[src/rtl/axi_aw_w_arbiter.sv]
// Shares one slave-side AXI write port between NUM_MASTERS masters: round-robin AW
// arbitration, with W bursts forwarded strictly in AW-grant order via a small order FIFO.
module axi_aw_w_arbiter #(
  parameter int NUM_MASTERS = 4,
  parameter int AW_W        = 64,
  parameter int W_W         = 37,
  parameter int ORDER_DEPTH = 3
) (
  input  logic                             clk,
  input  logic                             rst,
  input  logic [NUM_MASTERS-1:0]           m_awvalid,
  input  logic [NUM_MASTERS*AW_W-1:0]      m_awpayload,
  output logic [NUM_MASTERS-1:0]           m_awready,
  output logic                             s_awvalid,
  output logic [AW_W-1:0]                  s_awpayload,
  input  logic                             s_awready,
  input  logic [NUM_MASTERS-1:0]           m_wvalid,
  input  logic [NUM_MASTERS-1:0]           m_wlast,
  input  logic [NUM_MASTERS*W_W-1:0]       m_wpayload,
  output logic [NUM_MASTERS-1:0]           m_wready,
  output logic                             s_wvalid,
  output logic                             s_wlast,
  output logic [W_W-1:0]                   s_wpayload,
  input  logic                             s_wready,
  output logic [$clog2(NUM_MASTERS)-1:0]   aw_grant_idx,
  output logic [ORDER_DEPTH:0]             order_count
);

  localparam int IDX_W = $clog2(NUM_MASTERS);
  localparam int DEPTH = 1 << ORDER_DEPTH;
  localparam logic [ORDER_DEPTH:0] FULL_COUNT = DEPTH[ORDER_DEPTH:0];
  localparam logic [IDX_W-1:0]     LAST_IDX   = IDX_W'(NUM_MASTERS - 1);

  typedef enum logic {IDLE, HOLD} aw_state_t;

  aw_state_t              state, state_next;
  logic [IDX_W-1:0]       grant, grant_next, last_grant, pick;
  logic                   pick_valid;
  logic                   push, pop;
  logic [IDX_W-1:0]       order_mem [DEPTH];
  logic [ORDER_DEPTH-1:0] head, tail;
  logic [ORDER_DEPTH:0]   count;
  logic [IDX_W-1:0]       head_idx;
  logic [AW_W-1:0]        aw_arr [NUM_MASTERS];
  logic [W_W-1:0]         w_arr  [NUM_MASTERS];

  for (genvar g = 0; g < NUM_MASTERS; g++) begin : g_unpack
    assign aw_arr[g] = m_awpayload[g*AW_W +: AW_W];
    assign w_arr[g]  = m_wpayload[g*W_W +: W_W];
  end

  function automatic logic [IDX_W-1:0] wrap_idx(input int v);
    return IDX_W'(v % NUM_MASTERS);
  endfunction

  // Scan downward so the closest requester after last_grant is the final winner.
  always_comb begin
    pick       = '0;
    pick_valid = 1'b0;
    for (int k = NUM_MASTERS; k >= 1; k--) begin
      if (m_awvalid[wrap_idx(int'(last_grant) + k)]) begin
        pick       = wrap_idx(int'(last_grant) + k);
        pick_valid = 1'b1;
      end
    end
  end

  always_comb begin
    state_next = state;
    grant_next = grant;
    push       = 1'b0;
    s_awvalid  = 1'b0;
    m_awready  = '0;
    case (state)
      IDLE: begin
        if (pick_valid && count != FULL_COUNT) begin
          grant_next = pick;
          state_next = HOLD;
        end
      end
      HOLD: begin
        s_awvalid        = 1'b1;
        m_awready[grant] = s_awready;
        if (s_awready) begin
          push       = 1'b1;
          state_next = IDLE;
        end
      end
      default: state_next = IDLE;
    endcase
  end

  assign s_awpayload  = aw_arr[grant];
  assign aw_grant_idx = grant;

  always_ff @(posedge clk) begin
    if (!rst) begin
      state      <= IDLE;
      grant      <= '0;
      last_grant <= LAST_IDX;
    end else begin
      state <= state_next;
      grant <= grant_next;
      if (push) last_grant <= grant;
    end
  end

  // W channel follows the oldest granted master until its WLAST beat is accepted.
  assign head_idx = order_mem[head];

  always_comb begin
    s_wvalid   = 1'b0;
    s_wlast    = 1'b0;
    m_wready   = '0;
    s_wpayload = w_arr[head_idx];
    if (count != '0) begin
      s_wvalid           = m_wvalid[head_idx];
      s_wlast            = m_wlast[head_idx];
      m_wready[head_idx] = s_wready;
    end
  end

  assign pop         = s_wvalid & s_wready & s_wlast;
  assign order_count = count;

  always_ff @(posedge clk) begin
    if (push) order_mem[tail] <= grant;
  end

  always_ff @(posedge clk) begin
    if (!rst) begin
      head  <= '0;
      tail  <= '0;
      count <= '0;
    end else begin
      if (push) tail <= tail + 1'b1;
      if (pop)  head <= head + 1'b1;
      case ({push, pop})
        2'b10:   count <= count + 1'b1;
        2'b01:   count <= count - 1'b1;
        default: count <= count;
      endcase
    end
  end

endmodule

[config.mk]
export PLATFORM = sky130hd
export DESIGN_NAME = axi_aw_w_arbiter
export DESIGN_NICKNAME = d
export VERILOG_FILES = /design/src/rtl/axi_aw_w_arbiter.sv
export SDC_FILE = /design/constraint.sdc
export NUM_CORES = 1
export LEC_CHECK = 0
export ABC_AREA = 0
export BUFFER_PORTS_ARGS = -buffer_cell sky130_fd_sc_hd__clkbuf_2
export CAP_MARGIN = 5
export CORE_AREA = 2 2 209 211
export DETAILED_ROUTE_END_ITERATION = 8
export DIE_AREA = 0 0 211 213
export PLACE_DENSITY = 0.44
export SYNTH_ARGS = -nofsm -noshare
export SYNTH_HDL_FRONTEND = slang
export SYNTH_SLANG_ARGS = --single-unit
[constraint.sdc]
create_clock -name clk -period 3.9 [get_ports clk]
set_clock_uncertainty 0.05 [all_clocks]
set_input_delay 0.39 -clock clk [delete_from_list [all_inputs] [get_ports clk]]
set_output_delay 0.39 -clock clk [all_outputs]
set_load 0.05 [all_outputs]
# Yosys cells after proc, flatten, opt, wreduce, memory -nomap -nowiden

Memories as Yosys holds them, arrays and structs flattened. A register that Yosys moved wholly into a read port is not among the register bits.
Cells that the tools add are included.

Eq/ne operators: 3
$mul: 0
Shifts and indexed selects: 0
Bitwise operators: 7
Muxes and demuxes: 45
Magnitude comparators: 10
Reductions and logical operators: 6
Add/subtract/negate cells: 8
Divide/modulo/power cells: 0

Operators by type and width:

| cell                                                                                | number |
|---|---|
| 64-bit binary-select mux with 2-bit select                                          | 1 |
| 64-bit two-way mux                                                                  | 2 |
| 37-bit binary-select mux with 2-bit select                                          | 1 |
| 37-bit two-way mux                                                                  | 2 |
| 1-bit two-way mux                                                                   | 21 |
| 2-bit by 3-bit < comparator with 1-bit output, second input constant                | 6 |
| 1-bit binary-select mux with 2-bit select                                           | 6 |
| 4-bit AND                                                                           | 2 |
| 2-bit two-way mux                                                                   | 4 |
| 4-bit two-way mux                                                                   | 2 |
| 4-bit one-hot mux with 2 select lines                                               | 1 |
| 3-bit by 1-bit adder with 3-bit output, second input constant                       | 2 |
| 3-bit greater-or-equal comparator, second input constant                            | 2 |
| 3-bit two-way mux                                                                   | 2 |
| 2-bit NOT with 3-bit output                                                         | 2 |
| 2-bit by 1-bit adder with 2-bit output, second input constant                       | 2 |
| 2-bit adder, second input constant                                                  | 2 |
| 4-bit by 1-bit adder with 4-bit output, second input constant                       | 1 |
| 1-bit demux with 2-bit select                                                       | 2 |
| 2-bit by 1-bit greater-or-equal comparator with 1-bit output, second input constant | 2 |
| 4-bit inequality test, second input constant                                        | 1 |
| 4-bit nonzero test                                                                  | 1 |
| 4-bit by 1-bit subtractor with 4-bit output, second input constant                  | 1 |
| 1-bit logical AND                                                                   | 3 |
| 7 further kinds                                                                     | 8 |

Memories kept: 1
Bits in read-only memories: 0
Flip-flop bits (word level): 15
Latch bits: 0
RAM bits: 16
Output and inout bits: 118
Input bits: 420
Logic and storage cells: 86

Memory list:

| name      | words | bits a word | read ports | clocked after memory_dff | wr ports | line | source |
|---|---|---|---|---|---|---|---|
| order_mem | 8     | 2           | 1          | 1                        | 1        | 40   | `logic [IDX_W-1:0] order_mem [DEPTH];` |

# Logic depth before layout (Yosys ltp)

Depth in word-level cells: 10
Mapped depth: 13
Depth with buffers taken out: 12

# Least setup slack after synthesis

Ideal clock, no wire load.

Path type: register to register
Start: reg (tool-made name)
End: reg count[2] (netlist: order_count[2])
Cell stages (with the launch flop): 14
Clock period less this slack: 3.238 ns
Setup slack: 0.662 ns
Setup time: 0.076 ns
Data arrival time: 3.113 ns
Cells stage by stage: dfxtp_1 > buf_6 > mux4_2 > mux2_4 > mux4_2 > nand4b_2 > inv_1 > ha_1 > xor2_1 > ha_1 > a21oi_1 > xor2_1 > or3_1 > a21boi_0

RTL lines:

| element              | line | source |
|---|---|---|
| to (signal assigned) | 139  | `2'b10: count <= count + 1'b1;` |
| to (signal assigned) | 140  | `2'b01: count <= count - 1'b1;` |
| to (signal assigned) | 141  | `default: count <= count;` |
| to (decl)            | 42   | `logic [ORDER_DEPTH:0] count;` |

==> out/metrics.csv <==
stage,metric,value,unit
detailed_routing,routed_wl,31790,um
setup_path,cp-endpoint,order_count[2],
clock_network,numCtsBuffers,5,
floorplan,die-area,44940,um2
detailed_routing,wl_per_cell,21.18,um
synthesis,yosys-top-cells-area,"mux4_2 (36%), edfxtp_1 (11%), dfxtp_1 (8.5%), nand2_1 (7.6%), a211oi_1 (6.5%)",
timing,relSlewSlack,47.91,%
cells_and_area,drive_gt1_share,66.21,%
synthesis,yosysTopAreaCell,mux4_2,
detailed_routing,drt-pass1-iter-count,4,
timing,slew_viol_final,0,
timing,fin_setup_tns,0,ns
synthesis,synthFlopType,dfxtp_1,
setup_path,path_class,reg -> reg,
floorplan,initial_utilization,9.972,%
cells_and_area,utilization,18.15,%
detailed_routing,vias,5979,
global_route,grt_start_max_net_pins,77,
clock_network,h-tree-depth,2,
setup_path,reg2reg_depth,12,
synthesis,synth_cell_type_count,36,
clock_network,post_cts_buffers,0,
cells_and_area,final_cells,1501,
setup_path,reg2reg_slack,0.30,ns
min_path,hold_path_class,in -> reg,
timing,hold_viol_final,0,
synthesis,ys_seq_area_share,19.75,%
timing,finalCritPeriodShare,92.19,%
clock_network,cts_root_buf,clkbuf_16,
placement,placed_cells,1482,
global_route,grt_usage,13.08,%
timing,fmaxAchievable,0.2781,GHz
floorplan,die_h,213,um
timing,rsz0062_at_grt,no,
timing,setup_viol,0,
synthesis,syn_area,4258,um2
floorplan,rows,76,
synthesis,netlist_instances,437,
global_route,grt_most_used_layer,met2,
floorplan,io_pins,538,
placement,portBuffers,537,
setup_path,cp-start-kind,flop,
synthesis,synth_top_area_share,36.50,%
detailed_routing,drt_iter0_markers,307,
placement,place_hpwl,28950,um
placement,dpl_cell_area,7569,um2
job,drv_cap,0,
detailed_routing,drc,0,
global_route,overflow,0,
global_route,grt_pass1_wl,41360,um
synthesis,synthArstFlopShare,0,%
floorplan,die_x,211,um
clock_network,cts_tree,built,
status,outcome,completed,
timing,fin_crit,3.595,ns
pwr,p_per_area,289.9,nW/um2
clock_network,holdBufCountCts,0,
global_route,globalRouteMet2Util,23.84,%
synthesis,synth-seq-cells,34,
setup_path,path_max_fanout,6,
setup_path,crit_path_end_kind,flop,
cells_and_area,final_cell_area,7747,um2
timing,tightest_slew,0.7814,ns
floorplan,coreArea,42700,um2
cells_and_area,finalNetCount,1368,
global_route,gr-usage-met3,3.956,%
clock_network,clock-sinks,34,
pwr,ir_drop,0.0001944,V
detailed_routing,ant_nets,0,
pwr,power,2.246,mW
synthesis,syn-num-nets,862,
global_route,met1_usage,13.69,%
synthesis,synth_edf_count,16,
clock_network,clk_latency,0.27,ns
placement,routabilityCongestion,0.9013,
setup_path,required,4.05,ns
setup_path,regToRegEndpoint,order_count[2],
clock_network,ctsResizeCount,0,
global_route,antenna_found_initial,21,
detailed_routing,avgViaCountPerCell,3.983,
synthesis,synth_warnings,0,
synthesis,avgSynthCellArea,9.743,um2
clock_network,clkTransAtPathRegs,0.05,ns
global_route,grt_pass1_vias,5939,
cells_and_area,syn_to_final_growth,81.96,%
setup_path,critPathArrivalTime,3.75,ns
clock_network,clockBufferDepth,2,
pwr,p_leak,3.657,nW
[cell usage after synthesis (all sizes together) (6+ instances only)]
| library cell | number |
|---|---|
| dfxtp | 18 |
| mux4 | 69 |
| nor2b | 6 |
| nor2 | 14 |
| a211oi | 37 |
| buf | 10 |
| nand2 | 86 |
| mux2i | 8 |
| edfxtp | 16 |
| clkbuf | 34 |
| o21ai | 6 |
| a31oi | 38 |
| and2 | 43 |
| nand2b | 6 |
[through the flow]
stage	worst slack [ns]	hold WS, ns
floorplan	0.6617	0.4060
global placement	0.3433	0.4172
detailed placement	0.3123	0.4321
CTS	0.2907	0.3851
global route	0.06787	0.3939
finish	0.3047	0.3890
[critical path, stage by stage (launching register included)]
cell	delay, ns
dfxtp_1	0.53
mux4_2	0.60
mux2_4	0.32
mux4_2	0.47
nand4b_2	0.17
inv_1	0.09
ha_1	0.25
xor2_1	0.16
ha_1	0.19
a21oi_1	0.15
xor2_1	0.09
or3_1	0.30
a21boi_0	0.16
[placed cells by master, fill, tap and decap left out, types with 7 or more instances in the layout]
master	n
clkbuf_2	537
nand2_1	86
mux4_2	69
and2_1	43
a31oi_1	38
a211oi_1	37
dfxtp_1	16
edfxtp_1	16
nor2_1	14
diode_2	11
mux2i_1	7
[worst min path at each step]
stage | from | endpoint | slack [ns] | cells after the start
floorplan | head[2] | flop | 0.41 | 2
global placement | head[2] | flop | 0.42 | 2
detailed placement | head[2] | head[2] | 0.43 | 2
CTS | s_awready | state | 0.39 | 3
global route | s_awready | state | 0.39 | 3
finish | s_awready | state | 0.39 | 3
[registers in the layout (all words and copies together) (netlist names), named ones only]
name / count
order_mem: 16
order_count: 4
head: 3
tail: 3
aw_grant_idx: 2
last_grant: 2
state: 1
[area by class of cell]
| cell class | instances | area, um2 |
|---|---|---|
| fill | 4887 | 34950 |
| multi-input combinational | 354 | 3236 |
| timing repair buffer | 543 | 2783 |
| sequential | 34 | 848.3 |
| tap | 546 | 683.2 |
| clock buffer | 6 | 138.9 |
| antenna | 11 | 27.53 |
| inverter | 5 | 18.77 |
| clock inverter | 2 | 12.51 |
[cells by family after synthesis]
| kind of cell | synth area share, % |
|---|---|
| compound gates | 15.13 |
| flops | 19.75 |
| simple gates | 19.13 |
| mux | 38.73 |
| fa+ha+maj | 1.469 |
| xor+xnor | 1.234 |
| buf+inv | 4.555 |
[routing by layer]
layer / wire length [um] / share of wire, %
met5: 68 / 0.21
met4: 1452 / 4.6
met3: 2781 / 8.7
met2: 16150 / 51
met1: 11340 / 36
[report_power, final]
group,internal (mW),switching [mW],total (mW)
clock,0.252,0.138,0.390
sequential,0.386,0.0359,0.422
combinational,0.482,0.952,1.43
total,1.12,1.13,2.25
Note: power is estimated with default switching activity, not from simulation.
